`config.mk`:
```
export PLATFORM = sky130hd
export DESIGN_NAME = elevator_controller_flat
export DESIGN_NICKNAME = d
export VERILOG_FILES = /design/src/rtl/elevator_controller_if.sv /design/src/rtl/elevator_controller.sv /design/src/flat_wrapper.sv
export SDC_FILE = /design/constraint.sdc
export NUM_CORES = 1
export LEC_CHECK = 0
export BUFFER_PORTS_ARGS = -buffer_cell sky130_fd_sc_hd__buf_2
export CAP_MARGIN = 20
export CORE_UTILIZATION = 55
export DETAILED_ROUTE_END_ITERATION = 8
export PLACE_DENSITY = 0.79
export SLEW_MARGIN = 10
export SYNTH_ARGS = -nofsm -noshare
export SYNTH_HDL_FRONTEND = slang
export SYNTH_SLANG_ARGS = --single-unit
```
`constraint.sdc`:
```
create_clock -name clk -period 3.35 [get_ports clk]
set_clock_uncertainty 0.05 [all_clocks]
set_input_delay 0.335 -clock clk [delete_from_list [all_inputs] [get_ports clk]]
set_output_delay 0.335 -clock clk [all_outputs]
set_load 0.1 [all_outputs]
```
`src/rtl/elevator_controller_if.sv`:
```
// Dispatch-to-counter bundle: floor calls in, floor position back, step/direction and door status out.
interface elevator_controller_if #(
  parameter int unsigned N_FLOORS = 8,
  parameter int unsigned FLOOR_W  = 3
);
  logic [N_FLOORS-1:0] call_req;
  logic [FLOOR_W-1:0]  floor;
  logic                step;
  logic                up_down;
  logic                door_open;
  logic [N_FLOORS-1:0] pending;
  logic                busy;

  modport master (
    output call_req, floor,
    input  step, up_down, door_open, pending, busy
  );

  modport slave (
    input  call_req, floor,
    output step, up_down, door_open, pending, busy
  );
endinterface

```
`src/rtl/elevator_controller.sv`:
```
// SCAN elevator dispatcher: latches floor calls, pulses the floor counter toward them
// and sequences door dwell at each served floor.
module elevator_controller #(
  parameter int unsigned N_FLOORS      = 8,
  parameter int unsigned FLOOR_W       = 3,
  parameter int unsigned TRAVEL_CYCLES = 50,
  parameter int unsigned DOOR_CYCLES   = 100
) (
  input  logic                 clk,
  input  logic                 reset,
  elevator_controller_if.slave bus
);

  localparam int unsigned TMR_MAX = (TRAVEL_CYCLES > DOOR_CYCLES) ? TRAVEL_CYCLES : DOOR_CYCLES;
  localparam int unsigned TIMER_W = $clog2(TMR_MAX);
  localparam logic [TIMER_W-1:0] TRAVEL_LOAD = TIMER_W'(TRAVEL_CYCLES - 1);
  localparam logic [TIMER_W-1:0] DOOR_LOAD   = TIMER_W'(DOOR_CYCLES - 1);

  typedef enum logic [1:0] {IDLE, MOVING, ARRIVE, DOOR_OPEN} state_t;

  state_t              state, state_n;
  logic [TIMER_W-1:0]  timer, timer_n;
  logic                up_down_r, up_down_n;
  logic [N_FLOORS-1:0] pending_r, pending_n;
  logic [N_FLOORS-1:0] floor_hot;
  logic                step_r, door_r, busy_r;
  logic                above, below, here, ahead, behind, recall;

  // Position of outstanding calls relative to the current floor.
  always_comb begin : call_flags
    above     = 1'b0;
    below     = 1'b0;
    here      = 1'b0;
    floor_hot = '0;
    for (int unsigned i = 0; i < N_FLOORS; i++) begin
      floor_hot[i] = (FLOOR_W'(i) == bus.floor);
      if (pending_r[i]) begin
        if (FLOOR_W'(i) > bus.floor) above = 1'b1;
        if (FLOOR_W'(i) < bus.floor) below = 1'b1;
        if (floor_hot[i])            here  = 1'b1;
      end
    end
    ahead  = up_down_r ? above : below;
    behind = up_down_r ? below : above;
    recall = |(bus.call_req & floor_hot);
  end

  always_comb begin : next_state
    state_n   = state;
    timer_n   = timer;
    up_down_n = up_down_r;
    case (state)
      IDLE: begin
        if (here) begin
          state_n = DOOR_OPEN;
          timer_n = DOOR_LOAD;
        end else if (ahead) begin
          state_n = MOVING;
          timer_n = TRAVEL_LOAD;
        end else if (behind) begin
          state_n   = MOVING;
          timer_n   = TRAVEL_LOAD;
          up_down_n = ~up_down_r;
        end
      end
      MOVING: begin
        if (timer == '0) state_n = ARRIVE;
        else             timer_n = timer - TIMER_W'(1);
      end
      ARRIVE: begin
        if (here) begin
          state_n = DOOR_OPEN;
          timer_n = DOOR_LOAD;
        end else if (ahead) begin
          state_n = MOVING;
          timer_n = TRAVEL_LOAD;
        end else begin
          state_n = IDLE;
        end
      end
      DOOR_OPEN: begin
        // A fresh call at this floor holds the door rather than being latched.
        if (recall)             timer_n = DOOR_LOAD;
        else if (timer == '0)   state_n = IDLE;
        else                    timer_n = timer - TIMER_W'(1);
      end
      default: state_n = IDLE;
    endcase
    pending_n = (pending_r | bus.call_req)
              & ~(((state == DOOR_OPEN) || (state_n == DOOR_OPEN)) ? floor_hot : '0);
  end

  always_ff @(posedge clk) begin : regs
    if (reset) begin
      state     <= IDLE;
      timer     <= '0;
      up_down_r <= 1'b1;
      pending_r <= '0;
      step_r    <= 1'b0;
      door_r    <= 1'b0;
      busy_r    <= 1'b0;
    end else begin
      state     <= state_n;
      timer     <= timer_n;
      up_down_r <= up_down_n;
      pending_r <= pending_n;
      step_r    <= (state_n == MOVING) && (timer_n == '0);
      door_r    <= (state_n == DOOR_OPEN);
      busy_r    <= (state_n != IDLE);
    end
  end

  assign bus.step      = step_r;
  assign bus.up_down   = up_down_r;
  assign bus.door_open = door_r;
  assign bus.pending   = pending_r;
  assign bus.busy      = busy_r;

endmodule

```
`src/flat_wrapper.sv`:
```
// flat-port wrapper written by rule: the top's interface ports become plain ports
module elevator_controller_flat 
#(
  parameter int unsigned N_FLOORS      = 8,
  parameter int unsigned FLOOR_W       = 3,
  parameter int unsigned TRAVEL_CYCLES = 50,
  parameter int unsigned DOOR_CYCLES   = 100
)
  (clk, reset, bus_call_req, bus_floor, bus_step, bus_up_down, bus_door_open, bus_pending, bus_busy);
  elevator_controller_if #(.N_FLOORS(N_FLOORS), .FLOOR_W(FLOOR_W)) bus_i ();
  input  logic clk;
  input  logic reset;
  input wire logic [$bits(bus_i.call_req)-1:0] bus_call_req;
  input wire logic [$bits(bus_i.floor)-1:0] bus_floor;
  output wire logic [$bits(bus_i.step)-1:0] bus_step;
  output wire logic [$bits(bus_i.up_down)-1:0] bus_up_down;
  output wire logic [$bits(bus_i.door_open)-1:0] bus_door_open;
  output wire logic [$bits(bus_i.pending)-1:0] bus_pending;
  output wire logic [$bits(bus_i.busy)-1:0] bus_busy;
  assign bus_i.call_req = bus_call_req;
  assign bus_i.floor = bus_floor;
  assign bus_step = bus_i.step;
  assign bus_up_down = bus_i.up_down;
  assign bus_door_open = bus_i.door_open;
  assign bus_pending = bus_i.pending;
  assign bus_busy = bus_i.busy;
  elevator_controller #(.N_FLOORS(N_FLOORS), .FLOOR_W(FLOOR_W), .TRAVEL_CYCLES(TRAVEL_CYCLES), .DOOR_CYCLES(DOOR_CYCLES)) u_core (.clk(clk), .reset(reset), .bus(bus_i));
endmodule
```
### Word-level counts from Yosys, hierarchy flattened

Index checks and enable logic that the tools add are counted.

| cells by class | value |
|---|---|
| reductions and logical operators | 9 |
| eq/ne operators | 12 |
| multiplexer cells | 68 |
| bitwise gates (word level) | 7 |
| $lt $le $gt $ge | 16 |
| $add $sub $neg | 1 |

Operators by type and width:

| kind | count |
|---|---|
| 1-bit two-way mux | 51 |
| 7-bit two-way mux | 7 |
| 7-bit case mux with 4 select lines | 1 |
| 8-bit AND | 2 |
| 7-bit zero test | 2 |
| 2-bit two-way mux | 7 |
| 3-bit equality test (first input constant) | 4 |
| 3-bit greater-than comparator (first input constant) | 4 |
| 3-bit less-than comparator (first input constant) | 4 |
| 8-bit two-way mux | 1 |
| 8-bit NOT | 1 |
| 8-bit bitwise OR | 1 |
| 2-bit case mux with 4 select lines | 1 |
| 8-bit OR reduction | 1 |
| 7-bit by 1-bit subtractor with 7-bit output (second input constant) | 1 |
| 2-bit equality test (second input constant) | 3 |
| 2-bit by 3-bit equality test with 1-bit output (first input constant) | 2 |
| 1-bit by 3-bit greater-than comparator with 1-bit output (first input constant) | 2 |
| 2-bit by 3-bit greater-than comparator with 1-bit output (first input constant) | 2 |
| 1-bit by 3-bit less-than comparator with 1-bit output (first input constant) | 2 |
| 2-bit by 3-bit less-than comparator with 1-bit output (first input constant) | 2 |
| 2-bit by 1-bit equality test with 1-bit output (second input constant) | 2 |
| 4-bit AND reduction | 1 |
| 1-bit by 3-bit equality test with 1-bit output (first input constant) | 1 |
| other kinds (6) | 8 |

| storage, ports and cells | value |
|---|---|
| bits of input ports | 13 |
| logic and storage cells | 120 |
| output and inout bits | 12 |
| bits in registers | 21 |

### Depth between registers and ports, before layout

| logic depth | value |
|---|---|
| depth after elaboration | 27 |
| gate-level depth with buffers | 10 |
| mapped depth without buffers | 9 |

### Worst setup path after synthesis

No wires, ideal clock.

| timing | value |
|---|---|
| path type | register to register |
| start | register u_core.pending_r[3], in the netlist u_core.bus.pending[3] |
| end | register u_core.step_r, in the netlist u_core.bus.step |
| path buffers | 0 |
| stages on the path, launching flop included | 8 |
| period minus slack after synthesis | 2.769 ns |
| arrival time | 2.631 ns |
| library setup time | 0.087 ns |
| data required time | 3.213 ns |
| setup slack | 0.581 ns |
| cells stage by stage | dfxtp_1 > o21ai_0 > a22oi_1 > nor4_1 > a41oi_1 > a21oi_1 > a2111o_1 > nor4b_2 |

| between the ends | value |
|---|---|
| cells in the longest elaborated chain, start to end | 16 |
| elaborated cells between the ends (all ways) | 44 |
| classes of those cells | 1 x eq/ne; 41 x mux; 2 x reduce/logical |

RTL lines:

| element | line | source |
|---|---|---|
| start, declared | elevator_controller.sv:24 | `logic [N_FLOORS-1:0] pending_r, pending_n;` |
| start signal, assigned | elevator_controller.sv:106 | `pending_r <= pending_n;` |
| 1-bit two-way mux | elevator_controller.sv:37 | `if (pending_r[i]) begin` |
| 1-bit two-way mux (on tied branches) | elevator_controller.sv:38, elevator_controller.sv:39 |  |
| 1-bit two-way mux | elevator_controller.sv:37 |  |
| 1-bit two-way mux (on tied branches) | elevator_controller.sv:38, elevator_controller.sv:39 |  |
| 1-bit two-way mux | elevator_controller.sv:37 |  |
| 1-bit two-way mux (on tied branches) | elevator_controller.sv:38, elevator_controller.sv:39 |  |
| 1-bit two-way mux | elevator_controller.sv:37 |  |
| 1-bit two-way mux (on tied branches) | elevator_controller.sv:38, elevator_controller.sv:39 |  |
| 1-bit two-way mux | elevator_controller.sv:37 |  |
| 1-bit two-way mux | elevator_controller.sv:44 | `behind = up_down_r ? below : above;` |
| 7-bit two-way mux / 2-bit two-way mux (equally long branches) | elevator_controller.sv:60 | `end else if (behind) begin` |
| 7-bit two-way mux / 2-bit two-way mux (equally long branches) | elevator_controller.sv:57 | `end else if (ahead) begin` |
| 7-bit two-way mux / 2-bit two-way mux (equally long branches) | elevator_controller.sv:54 | `if (here) begin` |
| 7-bit case mux with 4 select lines / 2-bit case mux with 4 select lines (equally long branches) | elevator_controller.sv:52 | `case (state)` |
| 7-bit zero test / 2-bit by 1-bit equality test with 1-bit output (equally long branches) | elevator_controller.sv:107 | `step_r <= (state_n == MOVING) && (timer_n == '0);` |
| 1-bit logical AND * | elevator_controller.sv:107 |  |
| end signal, assigned | elevator_controller.sv:107 |  |
| end, declared | elevator_controller.sv:26 | `logic step_r, door_r, busy_r;` |

Mark *: on every way between the ends. The rest lies on a longest branch, timed or not.
A chain may end at the register's enable or synchronous reset.

### Final worst setup path

| timing | value |
|---|---|
| start | register u_core.timer[0] |
| end | register u_core.step_r, in the netlist u_core.bus.step |

| between the ends | value |
|---|---|
| cells in the longest elaborated chain, start to end | 6 |
| elaborated cells between the ends (all ways) | 17 |
| classes of those cells | 1 x add/sub; 1 x eq/ne; 12 x mux; 3 x reduce/logical |

RTL lines:

| element | line | source |
|---|---|---|
| start, declared | elevator_controller.sv:22 | `logic [TIMER_W-1:0] timer, timer_n;` |
| start signal, assigned | elevator_controller.sv:104 | `timer <= timer_n;` |
| 7-bit by 1-bit subtractor with 7-bit output (tied with other cells) | elevator_controller.sv:68, elevator_controller.sv:85 |  |
| 7-bit two-way mux (tied with other cells) | elevator_controller.sv:67, elevator_controller.sv:84 |  |
| 7-bit two-way mux (tied with other cells) | elevator_controller.sv:83 | `if (recall) timer_n = DOOR_LOAD;` |
| 7-bit case mux with 4 select lines / 2-bit case mux with 4 select lines (equally long branches) | elevator_controller.sv:52 |  |
| 7-bit zero test / 2-bit by 1-bit equality test with 1-bit output (equally long branches) | elevator_controller.sv:107 |  |
| 1-bit logical AND * | elevator_controller.sv:107 |  |

Marks and branches as above.

==> results.toml <==
[synthesis]
synth_edf_count = 0
yosysUniqueCellTypes = 54
ys_ff_latch = 21
post-synth-top-area-cell = "dfxtp_1"
synth_top_area_frac = 0.299
async_reset_ff_frac = 0
seq_area_frac_synth = 0.299
syn_inst = 176
yosys_warnings = 0
syn_nets = 191
synth_area_per_cell_um2 = 8.00
yosys-top-cells-area = "dfxtp_1, nor2_1, o21ai_0"
ys.flop_type = "dfxtp_1"
synth_area_mm2 = 0.00141

[global_route]
track_usage = 0.286
use_met3 = 0.0522
grt_use_met2 = 0.460
grt_pass1_wl_um = 5820
grt_pass1_vias = 1326
antenna_found_initial = 0
overflow = 0
grt_max_degree = 21
grt.met1_usage = 0.387
gr-max-usage-layer = "met2"

[setup_path]
crit_chain = "inv_1 > ha_1 > or3b_2 > nor3_1 > mux2_2 > o32ai_1 > a21oi_1 > a2111o_1 > nor4b_2"
endpoint = "u_core.bus.step"
critPathMaxFanout = 4
r2r_cells = 9
slowest_delay_ns = 0.49
worstSetupStartpoint = "u_core.timer[0]"
r2r_end = "u_core.bus.step"
critPathTopFamily = "simple AND/OR/NAND/NOR gates"
cp.buffers_inverters = 1
cp-end-kind = "flip-flop"
cp.arrival_ns = 3.14
worst-path-stages = 9
r2r_start = "u_core.timer[0]"
startpoint_type = "flip-flop"
cp.required_ns = 3.52
worst-setup-path-type = "flip-flop to flip-flop"
cp_slowest_cell = "or3b_2"
r2r_setup_slack_ns = 0.38

[drt]
vias_per_cell = 6.50
drt_first_pass_iters = 4
drtAntennaViolNets = 0
vias = 1443
wire_per_inst_um = 15.5
drtIter0Drc = 72
wl_um = 3450
drc = 0

[run]
maxCapViolCount = 0

[clock_network]
cts-buffers-inserted = 3
clkTransAtPathRegs_ns = 0.11
cts.sink_count = 21
cts_max_level = 1
cts_setup_buffers = 0
holdBufCountCts = 0
clock_path_buffers = 2
cts_tree = "done"
post_cts_resized = 0
clkLatencyLatePin_ns = 0.30
cts-root-buf = "clkbuf_4"

[sta]
period_minus_slack_ns = 2.97
setup_viol = 0
tns_ns = 0
final.period_utilization = 0.885
fin_ws_ns = 0.384
tightestPinTransition_ns = 0.601
max-slew-margin-rel = 0.596
rsz0062_at_grt = "false"
clock.fmax_ghz = 0.337
report.final.slew_viol_count = 0
finalHoldViolCount = 0

[floorplanning]
rows = 17
die_w_um = 52.6
die-area_mm2 = 0.00277
start_util = 0.607
ioPinCount = 25
core_mm2 = 0.00232
die_height_um = 52.6

[power]
p_per_area_mw_per_mm2 = 546
peakVddDrop_mv = 0.396
p_leak_nw = 0.613

[placement]
hpwl_um = 2610
dp_cells = 218
dp_slack_ns = 0.446
routabilityCongestion = 0.907
portBuffers = 24

[final_layout]
area_delta_synth_final_pct = 8.00
post-route-util = 0.656
nFillCells = 202
finalNonFillerCells = 222
final_common_cell = "nor2_1"
final_layout_size_suffix_gt1_frac = 0.191
final_nets = 210
mostFrequentLayoutCells = "nor2_1, buf_2, dfxtp_1"
diodes = 0

[min_path]
hold_path.class = "primary input to flip-flop"

[status]
outcome = "finished clean"
[worst min path at each step]
stage	slack, ns	to	startpoint	cells past startpoint
2_1_floorplan	0.44	u_core.timer[3]	u_core.timer[3]	2
5_1_grt	0.26	u_core.bus.pending[2]	bus_call_req[2]	3
3_3_place_gp	0.49	u_core.bus.pending[2]	u_core.bus.pending[2]	2
6_report	0.25	u_core.bus.pending[1]	bus_call_req[1]	3
4_1_cts	0.25	u_core.bus.pending[1]	bus_call_req[1]	3
3_5_place_dp	0.50	u_core.timer[3]	u_core.timer[3]	2
[power breakdown]
part / switching, mW / leakage (nW) / internal, mW
Sequential: 0.0439 / 0.175 / 0.283
Clock: 0.0722 / 0.0150 / 0.0464
Combinational: 0.263 / 0.424 / 0.122
Total: 0.379 / 0.613 / 0.451
[per-layer routing]
metal / vias to the layer above / share of wire / wire length [um]
li1: 709 / - / -
met1: 665 / 0.45 / 1550
met2: 65 / 0.46 / 1590
met3: 4 / 0.081 / 280
met4: 0 / 0.0093 / 32
met5: - / 0 / 0
[flip-flops by register name, summed over array words and instances (netlist names)]
register / cells
u_core.bus.up_down: 1
u_core.state: 2
u_core.bus.step: 1
u_core.timer: 7
u_core.bus.door_open: 1
u_core.bus.busy: 1
u_core.bus.pending: 8
[cell usage after synthesis (all sizes together), types with 5 or more instances]
| cell type | number |
|---|---|
| a21oi | 10 |
| nand2 | 8 |
| o21ai | 14 |
| o31ai | 5 |
| nor2 | 25 |
| buf | 5 |
| clkbuf | 5 |
| dfxtp | 21 |
| a211oi | 6 |
| nor4 | 6 |
| inv | 9 |
| nor3 | 5 |
[per-stage QoR]
step | hold WS (ns) | power (mW) | instance area, um^2
4_1_cts | 0.249 | 0.830 | 1520
6_report | 0.252 | 0.829 | 1520
2_1_floorplan | 0.442 | 0.642 | 1410
3_5_place_dp | 0.501 | 0.708 | 1490
5_1_grt | 0.260 | 0.881 | 1520
3_3_place_gp | 0.486 | 0.699 | 1490
[tightest hold or removal path, stage by stage]
cell,delay [ns]
buf_2,0.10
nor2_1,0.08
a211oi_1,0.05
[final cells by class]
| type | instances | area (um^2) | share of cell area |
|---|---|---|---|
| Multi-Input combinational cell | 136 | 885 | 0.582 |
| Sequential cell | 21 | 420 | 0.277 |
| Timing Repair Buffer | 24 | 120 | 0.0790 |
| Tap cell | 28 | 35.0 | 0.0230 |
| Inverter | 9 | 33.8 | 0.0222 |
| Clock buffer | 4 | 26.3 | 0.0173 |
[cells by family (layout without fill, tap and decap cells)]
family,after synthesis,in the layout,synth area share
xor+xnor,1,1,0.00622
fa+ha+maj,2,2,0.0178
flops,21,21,0.299
simple gates,67,67,0.252
buf+inv,19,37,0.0729
mux,6,6,0.0542
compound gates,60,60,0.299
Note: power is estimated with default switching activity, not from simulation.
